### src/rtl/frontend_stall_ctrl_pkg.sv
// Shared constants for the pipeline front end: FSM encodings, reset/flush
// defaults and the sequential PC step.
package frontend_stall_ctrl_pkg;

    typedef logic [1:0] fe_state_t;

    localparam fe_state_t FE_RUN   = 2'd0;
    localparam fe_state_t FE_STALL = 2'd1;
    localparam fe_state_t FE_FLUSH = 2'd2;

    localparam int          FE_CTRL_W    = 8;
    localparam int          FE_PC_INC    = 4;
    localparam logic [31:0] FE_NOP_INSTR = 32'h0000_0000;

endpackage

### src/rtl/frontend_stall_ctrl_if.sv
// Bundle of hazard/branch/fetch/decode inputs and the front-end state outputs.
// The slave side is the front end itself; the master side is the surrounding pipeline.
interface frontend_stall_ctrl_if #(
    parameter int ADDR_W  = 32,
    parameter int INSTR_W = 32,
    parameter int CTRL_W  = 8,
    parameter int CNT_W   = 16
);
    logic               HD_HoldPC;
    logic               HD_Hold_IF_ID;
    logic               HD_HoldControl;
    logic               EX_BranchTaken;
    logic [ADDR_W-1:0]  EX_BranchTarget;
    logic [INSTR_W-1:0] IMem_Instr;
    logic [CTRL_W-1:0]  ID_Ctrl;

    logic [ADDR_W-1:0]  PC;
    logic [ADDR_W-1:0]  IF_ID_PC;
    logic [INSTR_W-1:0] IF_ID_Instr;
    logic               IF_ID_Valid;
    logic [CTRL_W-1:0]  ID_EX_Ctrl;
    logic               ID_EX_Valid;
    logic [1:0]         FE_State;
    logic [CNT_W-1:0]   StallCount;
    logic [CNT_W-1:0]   FlushCount;
    logic               HoldMismatch;
    logic               StallTimeout;

    modport master (
        output HD_HoldPC, HD_Hold_IF_ID, HD_HoldControl,
        output EX_BranchTaken, EX_BranchTarget, IMem_Instr, ID_Ctrl,
        input  PC, IF_ID_PC, IF_ID_Instr, IF_ID_Valid, ID_EX_Ctrl, ID_EX_Valid,
        input  FE_State, StallCount, FlushCount, HoldMismatch, StallTimeout
    );

    modport slave (
        input  HD_HoldPC, HD_Hold_IF_ID, HD_HoldControl,
        input  EX_BranchTaken, EX_BranchTarget, IMem_Instr, ID_Ctrl,
        output PC, IF_ID_PC, IF_ID_Instr, IF_ID_Valid, ID_EX_Ctrl, ID_EX_Valid,
        output FE_State, StallCount, FlushCount, HoldMismatch, StallTimeout
    );
endinterface

### src/rtl/frontend_stall_ctrl_sat_counter.sv
// Statistics counter that increments on enable and sticks at all-ones.
module sat_counter #(
    parameter int W = 16
) (
    input  logic         clk,
    input  logic         rst_n,
    input  logic         en,
    output logic [W-1:0] count
);
    logic [W-1:0] count_q;
    logic [W-1:0] count_d;

    always_comb begin
        count_d = count_q;
        if (en && (count_q != '1)) begin
            count_d = count_q + W'(1);
        end
    end

    always_ff @(posedge clk or negedge rst_n) begin
        if (!rst_n) begin
            count_q <= '0;
        end else begin
            count_q <= count_d;
        end
    end

    assign count = count_q;
endmodule

### src/rtl/frontend_stall_ctrl.sv
// Pipeline front end: owns PC, IF/ID and the control half of ID/EX, and applies
// branch flush, hold and bubble actions with branch taking priority over holds.
module frontend_stall_ctrl
    import frontend_stall_ctrl_pkg::*;
#(
    parameter int                 ADDR_W    = 32,
    parameter int                 INSTR_W   = 32,
    parameter int                 CTRL_W    = FE_CTRL_W,
    parameter logic [ADDR_W-1:0]  RESET_PC  = '0,
    parameter logic [INSTR_W-1:0] NOP_INSTR = INSTR_W'(FE_NOP_INSTR),
    parameter int                 MAX_STALL = 8,
    parameter int                 CNT_W     = 16
) (
    input  logic               clk,
    input  logic               rst_n,
    frontend_stall_ctrl_if.slave fe
);
    localparam int SR_W = $clog2(MAX_STALL + 1);

    logic [ADDR_W-1:0]  pc_q,        pc_d;
    logic [ADDR_W-1:0]  if_id_pc_q,  if_id_pc_d;
    logic [INSTR_W-1:0] if_id_instr_q, if_id_instr_d;
    logic               if_id_valid_q, if_id_valid_d;
    logic [CTRL_W-1:0]  id_ex_ctrl_q, id_ex_ctrl_d;
    logic               id_ex_valid_q, id_ex_valid_d;
    fe_state_t          state_q,     state_d;
    logic [SR_W-1:0]    stall_run_q, stall_run_d;
    logic               mismatch_q,  mismatch_d;
    logic               timeout_q,   timeout_d;

    logic branch;
    logic any_hold;

    assign branch   = fe.EX_BranchTaken;
    assign any_hold = fe.HD_HoldPC | fe.HD_Hold_IF_ID | fe.HD_HoldControl;

    always_comb begin
        pc_d          = pc_q;
        if_id_pc_d    = if_id_pc_q;
        if_id_instr_d = if_id_instr_q;
        if_id_valid_d = if_id_valid_q;
        id_ex_ctrl_d  = fe.ID_Ctrl;
        id_ex_valid_d = if_id_valid_q;

        if (branch) begin
            pc_d = fe.EX_BranchTarget;
        end else if (!fe.HD_HoldPC) begin
            pc_d = pc_q + ADDR_W'(FE_PC_INC);
        end

        // A flushed IF/ID keeps its old PC; only the instruction and valid change.
        if (branch) begin
            if_id_instr_d = NOP_INSTR;
            if_id_valid_d = 1'b0;
        end else if (!fe.HD_Hold_IF_ID) begin
            if_id_instr_d = fe.IMem_Instr;
            if_id_pc_d    = pc_q;
            if_id_valid_d = 1'b1;
        end

        if (branch || fe.HD_HoldControl) begin
            id_ex_ctrl_d  = '0;
            id_ex_valid_d = 1'b0;
        end
    end

    always_comb begin
        state_d = FE_RUN;
        if (branch) begin
            state_d = FE_FLUSH;
        end else if (any_hold) begin
            state_d = FE_STALL;
        end

        // Run length counts cycles spent in STALL and saturates at the limit.
        stall_run_d = '0;
        if (state_d == FE_STALL) begin
            stall_run_d = (stall_run_q == SR_W'(MAX_STALL)) ? stall_run_q
                                                            : stall_run_q + SR_W'(1);
        end

        timeout_d  = timeout_q | (stall_run_d == SR_W'(MAX_STALL));
        mismatch_d = mismatch_q | (!branch && (fe.HD_HoldPC != fe.HD_Hold_IF_ID));
    end

    always_ff @(posedge clk or negedge rst_n) begin
        if (!rst_n) begin
            pc_q          <= RESET_PC;
            if_id_pc_q    <= '0;
            if_id_instr_q <= NOP_INSTR;
            if_id_valid_q <= 1'b0;
            id_ex_ctrl_q  <= '0;
            id_ex_valid_q <= 1'b0;
            state_q       <= FE_RUN;
            stall_run_q   <= '0;
            mismatch_q    <= 1'b0;
            timeout_q     <= 1'b0;
        end else begin
            pc_q          <= pc_d;
            if_id_pc_q    <= if_id_pc_d;
            if_id_instr_q <= if_id_instr_d;
            if_id_valid_q <= if_id_valid_d;
            id_ex_ctrl_q  <= id_ex_ctrl_d;
            id_ex_valid_q <= id_ex_valid_d;
            state_q       <= state_d;
            stall_run_q   <= stall_run_d;
            mismatch_q    <= mismatch_d;
            timeout_q     <= timeout_d;
        end
    end

    sat_counter #(.W(CNT_W)) u_stall_cnt (
        .clk   (clk),
        .rst_n (rst_n),
        .en    (fe.HD_HoldControl & ~branch),
        .count (fe.StallCount)
    );

    sat_counter #(.W(CNT_W)) u_flush_cnt (
        .clk   (clk),
        .rst_n (rst_n),
        .en    (branch),
        .count (fe.FlushCount)
    );

    assign fe.PC           = pc_q;
    assign fe.IF_ID_PC     = if_id_pc_q;
    assign fe.IF_ID_Instr  = if_id_instr_q;
    assign fe.IF_ID_Valid  = if_id_valid_q;
    assign fe.ID_EX_Ctrl   = id_ex_ctrl_q;
    assign fe.ID_EX_Valid  = id_ex_valid_q;
    assign fe.FE_State     = state_q;
    assign fe.HoldMismatch = mismatch_q;
    assign fe.StallTimeout = timeout_q;
endmodule

### src/flat_wrapper.sv
// flat-port wrapper written by rule: the top's interface ports become plain ports
module frontend_stall_ctrl_flat import frontend_stall_ctrl_pkg::*;
#(
    parameter int                 ADDR_W    = 32,
    parameter int                 INSTR_W   = 32,
    parameter int                 CTRL_W    = FE_CTRL_W,
    parameter logic [ADDR_W-1:0]  RESET_PC  = '0,
    parameter logic [INSTR_W-1:0] NOP_INSTR = INSTR_W'(FE_NOP_INSTR),
    parameter int                 MAX_STALL = 8,
    parameter int                 CNT_W     = 16
)
  (clk, rst_n, fe_HD_HoldPC, fe_HD_Hold_IF_ID, fe_HD_HoldControl, fe_EX_BranchTaken, fe_EX_BranchTarget, fe_IMem_Instr, fe_ID_Ctrl, fe_PC, fe_IF_ID_PC, fe_IF_ID_Instr, fe_IF_ID_Valid, fe_ID_EX_Ctrl, fe_ID_EX_Valid, fe_FE_State, fe_StallCount, fe_FlushCount, fe_HoldMismatch, fe_StallTimeout);
  frontend_stall_ctrl_if #(.ADDR_W(ADDR_W), .INSTR_W(INSTR_W), .CTRL_W(CTRL_W), .CNT_W(CNT_W)) fe_i ();
  input  logic clk;
  input  logic rst_n;
  input wire logic [$bits(fe_i.HD_HoldPC)-1:0] fe_HD_HoldPC;
  input wire logic [$bits(fe_i.HD_Hold_IF_ID)-1:0] fe_HD_Hold_IF_ID;
  input wire logic [$bits(fe_i.HD_HoldControl)-1:0] fe_HD_HoldControl;
  input wire logic [$bits(fe_i.EX_BranchTaken)-1:0] fe_EX_BranchTaken;
  input wire logic [$bits(fe_i.EX_BranchTarget)-1:0] fe_EX_BranchTarget;
  input wire logic [$bits(fe_i.IMem_Instr)-1:0] fe_IMem_Instr;
  input wire logic [$bits(fe_i.ID_Ctrl)-1:0] fe_ID_Ctrl;
  output wire logic [$bits(fe_i.PC)-1:0] fe_PC;
  output wire logic [$bits(fe_i.IF_ID_PC)-1:0] fe_IF_ID_PC;
  output wire logic [$bits(fe_i.IF_ID_Instr)-1:0] fe_IF_ID_Instr;
  output wire logic [$bits(fe_i.IF_ID_Valid)-1:0] fe_IF_ID_Valid;
  output wire logic [$bits(fe_i.ID_EX_Ctrl)-1:0] fe_ID_EX_Ctrl;
  output wire logic [$bits(fe_i.ID_EX_Valid)-1:0] fe_ID_EX_Valid;
  output wire logic [$bits(fe_i.FE_State)-1:0] fe_FE_State;
  output wire logic [$bits(fe_i.StallCount)-1:0] fe_StallCount;
  output wire logic [$bits(fe_i.FlushCount)-1:0] fe_FlushCount;
  output wire logic [$bits(fe_i.HoldMismatch)-1:0] fe_HoldMismatch;
  output wire logic [$bits(fe_i.StallTimeout)-1:0] fe_StallTimeout;
  assign fe_i.HD_HoldPC = fe_HD_HoldPC;
  assign fe_i.HD_Hold_IF_ID = fe_HD_Hold_IF_ID;
  assign fe_i.HD_HoldControl = fe_HD_HoldControl;
  assign fe_i.EX_BranchTaken = fe_EX_BranchTaken;
  assign fe_i.EX_BranchTarget = fe_EX_BranchTarget;
  assign fe_i.IMem_Instr = fe_IMem_Instr;
  assign fe_i.ID_Ctrl = fe_ID_Ctrl;
  assign fe_PC = fe_i.PC;
  assign fe_IF_ID_PC = fe_i.IF_ID_PC;
  assign fe_IF_ID_Instr = fe_i.IF_ID_Instr;
  assign fe_IF_ID_Valid = fe_i.IF_ID_Valid;
  assign fe_ID_EX_Ctrl = fe_i.ID_EX_Ctrl;
  assign fe_ID_EX_Valid = fe_i.ID_EX_Valid;
  assign fe_FE_State = fe_i.FE_State;
  assign fe_StallCount = fe_i.StallCount;
  assign fe_FlushCount = fe_i.FlushCount;
  assign fe_HoldMismatch = fe_i.HoldMismatch;
  assign fe_StallTimeout = fe_i.StallTimeout;
  frontend_stall_ctrl #(.ADDR_W(ADDR_W), .INSTR_W(INSTR_W), .CTRL_W(CTRL_W), .RESET_PC(RESET_PC), .NOP_INSTR(NOP_INSTR), .MAX_STALL(MAX_STALL), .CNT_W(CNT_W)) u_core (.clk(clk), .rst_n(rst_n), .fe(fe_i));
endmodule
### config.mk
export PLATFORM = sky130hd
export DESIGN_NAME = frontend_stall_ctrl_flat
export DESIGN_NICKNAME = d
export VERILOG_FILES = /design/src/rtl/frontend_stall_ctrl_pkg.sv /design/src/rtl/frontend_stall_ctrl_if.sv /design/src/rtl/frontend_stall_ctrl_sat_counter.sv /design/src/rtl/frontend_stall_ctrl.sv /design/src/flat_wrapper.sv
export SDC_FILE = /design/constraint.sdc
export NUM_CORES = 1
export LEC_CHECK = 0
export BUFFER_PORTS_ARGS = -buffer_cell sky130_fd_sc_hd__clkbuf_2
export CAP_MARGIN = 20
export CORE_UTILIZATION = 50
export CTS_CLUSTER_DIAMETER = 120
export DETAILED_ROUTE_END_ITERATION = 8
export PLACE_DENSITY_LB_ADDON = 0.08
export REMOVE_ABC_BUFFERS = 1
export SLEW_MARGIN = 20
export SYNTH_ARGS = -nofsm -noshare
export SYNTH_HDL_FRONTEND = slang
export SYNTH_SLANG_ARGS = --single-unit
### constraint.sdc
create_clock -name clk -period 2.62 [get_ports clk]
set_clock_uncertainty 0.1 [all_clocks]
set_input_delay 0.262 -clock clk [delete_from_list [all_inputs] [get_ports clk]]
set_output_delay 0.262 -clock clk [all_outputs]
set_load 0.05 [all_outputs]
==> results by group, run 1 <==
Cells and area
  • Cell Count, Final, Fillers Out: 1039
  • Synthesis-to-finish area growth: 36.4%
  • Antenna cell count: 0
  • Layout Utilization: 70.4%
  • Share of cells above drive strength 1: 34.4%
  • Final net count: roughly 940

Logic synthesis
  • Async set or reset register ratio after synthesis: 100%
  • Yosys top cell area share: 55.9%
  • YS warnings: 0
  • Sequential fraction of the synthesis area: 55.9%
  • Largest cells by area after synthesis: dfrtp_1, mux2_2, mux2i_1
  • Number of distinct library cells after synthesis: 48
  • Synth Instances: 579
  • Mean Syn Cell Area: between 10 and 15 µm²
  • Number of flops mapped to enable cells by yosys: 0
  • Post-synthesis register bit count: ~150
  • Dominant synthesized flop cell: dfrtp_1
  • Synth Cell Area: 6540 µm²
  • Post-synth top area cell: dfrtp_1

Global route
  • Vias in the first global route: 5439
  • Initial antenna violation count: 0
  • Largest net degree at the start of global routing: 67
  • Total GRT Usage: 25.7%
  • First-pass GRT wire length: about 27 mm
  • Overflow after GRT: 0

STA
  • RSZ-0062 raised after global routing: no
  • Post-route minimum period: 2.21 ns
  • Maximum clock rate: 453 MHz
  • Hold Fails Final Rpt: 0
  • Setup tns final: 0 ns
  • Period utilization: 84.3%
  • Final setup fails: 0
  • Worst Slack Setup Final: 0.410 ns
  • Slew @ Worst Pin: 0.597 ns
  • Slew Limit Fails: 0
  • Relative slew slack: 60.2%

Route
  • Post-route ant nets: 0
  • Highest metal used: met4
  • Routed len/inst: approximately 16 µm
  • Via-to-Cell Ratio: between 5 and 6
  • DRC: 0
  • DR vias: roughly 5600
  • Met3 WL post-DR: 918 µm
  • Detailed Routing Iterations Pass 1: 4
  • Met2 WL post-DR: about 8 mm
  • DRT met1 WL: 6.94 mm
  • Initial detailed-routing violation count: around 340
  • Final WL: 16.5 mm

Clocking
  • H-tree depth: 4
  • Worst-skew pair later-pin latency: 0.41 ns
  • Setup bufs post-CTS: 0
  • Clock Tree Root: clkbuf_16
  • CTS Buffer Depth: 2
  • CTS tree: done
  • Reg clk slew, reported paths: about 0.050 ns
  • CTS buffer count: 17
  • Resize count post-CTS: 0
  • Clk sinks: approximately 150

Critical path
  • Max FO, Critical Path: 24
  • Startpoint Class: flip-flop
  • WP data arrival: 2.43 ns
  • Reg-to-Reg Start: u_core.fe.PC[14]
  • Slowest CP cell: or4_4
  • CP Class: reg -> reg
  • Worst Path Required: approximately 2.8 ns
  • Crit path cell chain: nand4_2 -> or4_4 -> or4_1 -> a31oi_1
  • Flop2flop setup slack: 0.41 ns
  • Reg2reg end: u_core.fe.PC[28]
  • Crit-path max cell delay: 0.69 ns
  • R2R depth: 4
  • Critical path capture point type: flip-flop

Run
  • Max Cap Viol: 0

Die
  • Die area: approximately 14000 µm²
  • # rows: 41
  • Die Span Y: around 120 µm
  • Core Region: 12700 µm²
  • Io pins: between 200 and 250
  • DIE WIDTH: 116 µm
  • Initial Util: between 50% and 60%

Place
  • Post-DP HPWL: 11.6 mm
  • RePlAce Congestion: 0.870
  • Pre-CTS setup slack: 0.435 ns
  • Placed cells: 957
  • Port bufs: 219

Worst hold path
  • HP Class: in -> reg
  • Hold Crit Start: fe_IMem_Instr[28]
  • Hold depth: 3
  • Min-Delay Endpoint: u_core.fe.IF_ID_Instr[28]

Power
  • Net Sw Power: 2.60 mW
  • Cell Int Power: 4.37 mW
  • Worst VDD drop: 0.904 mV
  • Sequential power share: 40.7%
  • PwrDens: 781 nW/µm²
  • Sw Ratio: 37.3%
  • Comb power frac: 29.3%
  • Leak: 4.30 nW
  • Clk pwr share: 30.0%

Outcome
  • Status: finished clean
## routing by layer
| metal | vias up | GRT usage (%) |
|---|---|---|
| met4 | 0 | 12.6 |
| met3 | 37 | 6.33 |
| met1 | 2718 | 31.7 |
| met5 | - | 0 |
| met2 | 185 | 42.5 |
| li1 | 2638 | - |
## power by group through the flow
stage	Combinational (mW)	Clock (mW)	Sequential (mW)
final	2.04	2.09	2.83
after global routing	2.17	2.23	2.87
after CTS	2.05	2.13	2.83
after detailed placement	1.99	0	2.86
after global placement	1.97	0	2.84
after floorplan	0.435	0	3.80
## cell usage in the layout, fill, tap and decap left out, drive strengths merged, types with 3 or more instances in the layout
master | synthesis | routed
o41ai | 3 | 3
nand3 | 23 | 23
xnor2 | 17 | 17
nor4 | 6 | 6
nor3 | 8 | 8
nand4 | 17 | 17
mux2 | 38 | 38
o31ai | 11 | 11
and4 | 7 | 7
a31oi | 17 | 17
mux2i | 33 | 33
o21ai | 19 | 19
xor2 | 19 | 19
nand2 | 40 | 40
inv | 11 | 11
a21oi | 9 | 9
or4 | 17 | 17
o211ai | 5 | 5
buf | 6 | 14
dfrtp | 146 | 146
clkbuf | 20 | 246
nor2 | 56 | 56
ha | 6 | 6
dlygate4sd3 | 0 | 54
nand2b | 3 | 3
and2 | 15 | 15
or3 | 5 | 5
## critical path, delay by kind of cell (launching register included)
family	cells	cell delay (ns)
AOI/OAI and AO/OA	1	0.18
DFF	1	0.44
and+or+nand+nor	3	1.40
## through the flow
| step | instance area, µm² | hold slack (ns) | power [mW] |
|---|---|---|---|
| finish | 8920 | 0.0120 | 6.96 |
| global route | 8920 | 0.0120 | 7.27 |
| CTS | 8920 | 0.000527 | 7.01 |
| detailed placement | 7880 | 0.200 | 4.85 |
| global placement | 7880 | 0.192 | 4.81 |
| floorplan | 6430 | -0.134 | 4.24 |
## what timing repair did
action	CTS	global route
endpoints found under the setup margin	0	0
hold endpoints to repair	116	0
hold buffers	54	0
## how the worst max path moves through the flow
| stage | from | end | slack (ns) | depth (start not counted) |
|---|---|---|---|---|
| 2_1_floorplan | u_core.fe.PC[14] | u_core.fe.PC[31] | 0.18 | 4 |
| 3_3_place_gp | u_core.fe.PC[14] | u_core.fe.PC[31] | 0.45 | 4 |
| 3_5_place_dp | u_core.fe.PC[10] | u_core.fe.PC[31] | 0.43 | 4 |
| 4_1_cts | u_core.fe.PC[10] | u_core.fe.PC[28] | 0.42 | 4 |
| 5_1_grt | u_core.fe.PC[10] | u_core.fe.PC[29] | 0.33 | 4 |
| 6_report | u_core.fe.PC[14] | u_core.fe.PC[28] | 0.41 | 4 |
## final cells by class
type | count | area, µm²
clock buffer | 28 | 497
timing repair buffer | 286 | 1770
tap | 172 | 215
sequential | 146 | 3650
fill | 993 | 3750
multi-input combinational | 395 | 2740
inverter | 12 | 45.0
## synth_stat cells, types with 3 or more instances
library cell	instances
or4_1	16
xor2_1	19
and2_1	15
xnor2_1	17
nand4_1	16
o21ai_0	19
a31oi_1	17
clkbuf_1	20
ha_1	6
o41ai_1	3
a21oi_1	9
buf_1	4
nand3_1	22
dfrtp_1	146
nand2b_1	3
mux2i_1	33
o31ai_1	11
inv_1	11
nor4_1	6
mux2_2	38
nor3_1	8
and4_1	7
nand2_1	40
nor2_1	56
or3_1	5
o211ai_1	5
## sequential cells by signal (all words and copies together), names as in the netlist
name,flops
u_core.fe.IF_ID_Valid,1
u_core.u_stall_cnt.count,16
u_core.fe.HoldMismatch,1
u_core.stall_run_q,4
u_core.u_flush_cnt.count,16
u_core.fe.PC,32
u_core.fe.IF_ID_PC,32
u_core.fe.FE_State,2
u_core.fe.StallTimeout,1
u_core.fe.ID_EX_Valid,1
u_core.fe.ID_EX_Ctrl,8
u_core.fe.IF_ID_Instr,32
## logic make-up after synthesis
| group | count (synthesis) | synth area share, % |
|---|---|---|
| AND/OR/NAND/NOR | 211 | 17.4 |
| flip-flops | 146 | 55.9 |
| AO/OA/AOI/OAI | 71 | 6.89 |
| multiplexers | 71 | 11.6 |
| buffers and inverters | 38 | 2.31 |
| XOR/XNOR | 36 | 4.82 |
| adder cells (fa/ha/maj) | 6 | 1.15 |
Power figures use the tool's default switching activity.
==> run 2, diff against run 1 <==
- CORE_UTILIZATION: 50 -> 46
- clock period: 2.62 -> 1.8 ns (I/O delays scaled with it)
==> results by group, run 2 (synthesis results as in run 1) <==
Outcome
  • Status: finished, violations left
  • Failing checks: setup timing

Clocking
  • CTS buffer count: 17 (unchanged)
  • CTS tree: done
  • Reg clk slew, reported paths: 0.06 ns (about the same)
  • Worst-skew pair later-pin latency: 0.42 ns (about the same)
  • CTS Buffer Depth: 2 (unchanged)
  • Clock Tree Root: clkbuf_16
  • Clk sinks: 146 (unchanged)
  • H-tree depth: 4 (unchanged)

STA
  • Worst Slack Setup Final: -0.106 ns (-0.517 ns)
  • Post-route minimum period: 1.91 ns (-0.303 ns)
  • Relative slew slack: 67.3% (+7.1 points)
  • Final setup fails: 13 (+13)
  • RSZ-0062 raised after global routing: yes
  • Slew Limit Fails: 0 (unchanged)
  • Hold Fails Final Rpt: 0 (unchanged)
  • Maximum clock rate: 525 MHz (+16%)
  • Period utilization: 106% (+22 points)
  • Slew @ Worst Pin: 0.487 ns (-0.110 ns)

Route
  • Met3 WL post-DR: 1.16 mm (+26%)
  • DRT met1 WL: 7.68 mm (+11%)
  • Highest metal used: met4
  • Initial detailed-routing violation count: 277 (-19%)
  • Routed len/inst: 15.9 µm (+0.23%)
  • DRC: 0 (unchanged)
  • Detailed Routing Iterations Pass 1: 4 (unchanged)
  • Post-route ant nets: 0 (unchanged)
  • Via-to-Cell Ratio: 5.21 (-2.9%)
  • DR vias: 6012 (+7.8%)
  • Met2 WL post-DR: 9.22 mm (+13%)
  • Final WL: 18.4 mm (+11%)

Cells and area
  • Most frequent cells in the layout: clkbuf_2, dfrtp_1, buf_4
  • Cell Count, Final, Fillers Out: 1153 (+11%)
  • Final Instance Area: 10000 µm² (+12%)
  • Final net count: 1045 (+11%)
  • Most common cell after layout, fill and taps aside: clkbuf_2
  • Register area: 3650 µm² (about the same)
  • Fill count: 1074 (+8.2%)
  • Area occupied by multi-input gates: 2880 µm² (+4.8%)
  • Synthesis-to-finish area growth: 53.1%
  • Layout Utilization: 72.1% (+1.7 points)
  • Antenna cell count: 0 (unchanged)
  • Share of cells above drive strength 1: 41.9% (+7.6 points)

Die
  • Initial Util: 47.1% (-4.5 points)
  • Die area: 14700 µm² (+8.5%)
  • Die Span Y: 121 µm (+4.2%)
  • DIE WIDTH: 121 µm (+4.2%)
  • # rows: 43 (+4.9%)
  • Io pins: 220 (unchanged)
  • Core Region: 13900 µm² (+9.5%)

Global route
  • Total GRT Usage: 26.1% (+0.41 points)
  • Largest net degree at the start of global routing: 55 (-18%)
  • First-pass GRT wire length: 29.6 mm (+11%)
  • Initial antenna violation count: 0 (unchanged)
  • Vias in the first global route: 6085 (+12%)
  • Overflow after GRT: 0 (unchanged)

Power
  • Leak: 4.87 nW (+13%)
  • Cell Int Power: 7.13 mW (+63%)
  • Net Sw Power: 4.03 mW (+55%)
  • Comb power frac: 31.6% (+2.3 points)
  • Sequential power share: 36.0% (-4.7 points)
  • Sw Ratio: 36.1% (-1.2 points)
  • PwrDens: 1110 nW/µm² (+43%)
  • Total power: 11.2 mW (+60%)
  • Worst VDD drop: 1.35 mV (+49%)
  • Clk pwr share: 32.4% (+2.4 points)

Place
  • Pre-CTS setup slack: -0.218 ns (-0.653 ns)
  • Port bufs: 219 (unchanged)
  • Placed cells: 1038 (+8.5%)
  • Post-DP HPWL: 12.6 mm (+9.1%)
  • Placed instance area: 8460 µm² (+7.4%)
  • RePlAce Congestion: 0.909 (+4.4%)

Critical path
  • Worst Path Required: 2.04 ns (-0.80 ns)
  • Worst path buffer plus inverter count: 0 (unchanged)
  • Crit-path max cell delay: 0.56 ns (-0.13 ns)
  • Startpoint Class: flip-flop
  • CP Class: reg -> reg
  • Max FO, Critical Path: 5 (-79%)
  • WP data arrival: 2.15 ns (-0.28 ns)
  • Crit path cell chain: nand4b_4 -> or4_4 -> or4_1 -> a31oi_1
  • Crit path max-delay family: simple AND/OR/NAND/NOR gates
  • Critical path capture point type: flip-flop
  • Slowest CP cell: or4_4

Run
  • Max Cap Viol: 0 (unchanged)

Worst hold path
  • HP Class: in -> reg
[run 2: cell count changes in the layout (fill, tap and decap cells not counted), moves of 2 or more]
cell and delta:
buf_12 +2, buf_4 +76, buf_6 +4, bufinv_16 +4, clkbuf_1 -6, clkbuf_8 -3
clkinv_2 +6, clkinvlp_4 +2, dlygate4sd3_1 +19, nand3_1 -2, nor4_1 -2, or4_1 -4
or4_4 +6
[run 2: what timing repair did]
item | in CTS | in global routing
hold buffers | 73 | 0
cloned | 2 | 0
pin swaps | 19 | 14
setup endpoints to repair | 13 | 28
setup buffers | 3 | 7
endpoints found under the hold margin | 218 | 0
gates resized for setup | 8 | 22
[run 2: final timing paths]
path / start / endpoint / slack [ns] / cells after the start
setup / recovery: u_core.fe.PC[9] / u_core.fe.PC[23] / -0.11 / 4
hold / removal: fe_HD_Hold_IF_ID / u_core.fe.IF_ID_Valid / 0.03 / 3
setup reg to reg: u_core.fe.PC[9] / u_core.fe.PC[23] / -0.11 / 4
hold reg to reg: u_core.fe.StallTimeout / u_core.fe.StallTimeout / 0.38 / 2
max in group asynchronous: rst_n / u_core.u_stall_cnt.count[2] / 0.84 / 3
min in group asynchronous: rst_n / u_core.stall_run_q[0] / 0.13 / 2
[run 2: layer usage]
metal | up-vias | global-route usage [%]
li1 | 2856 | -
met1 | 2906 | 32.5
met2 | 216 | 43.5
met3 | 34 | 7.57
met4 | 0 | 8.87
met5 | - | 0
[run 2: cell type report]
type,count,area share (%)
flip-flops and latches,146,36.5
inverters,12,0.450
repair buffers,387,26.1
multi-input cells,397,28.7
clock buffers,19,4.32
well taps,180,2.25
clock inverters,12,1.65
[run 2: power groups by stage]
| stage | Sequential, mW | Clock (mW) | Combinational, mW |
|---|---|---|---|
| final | 4.02 | 3.62 | 3.52 |
| after global routing | 4.07 | 3.84 | 3.74 |
| after CTS | 4.00 | 3.67 | 3.48 |
| after detailed placement | 4.05 | 0 | 3.33 |
| after global placement | 4.01 | 0 | 3.27 |
| after floorplan | 5.53 | 0 | 0.634 |
[run 2: tightest hold or removal path, stage by stage]
cell and delay (ns):
clkbuf_2 0.13, inv_1 0.09, o21a_1 0.12
[run 2: through the flow]
stage	hold WS, ns	TNS, ns
5_1_grt	0.0178	-2.11
4_1_cts	0.0137	-0.824
3_3_place_gp	0.000643	-1.37
3_5_place_dp	0.00781	-1.87
2_1_floorplan	-0.216	-26.77
6_report	0.0256	-0.974
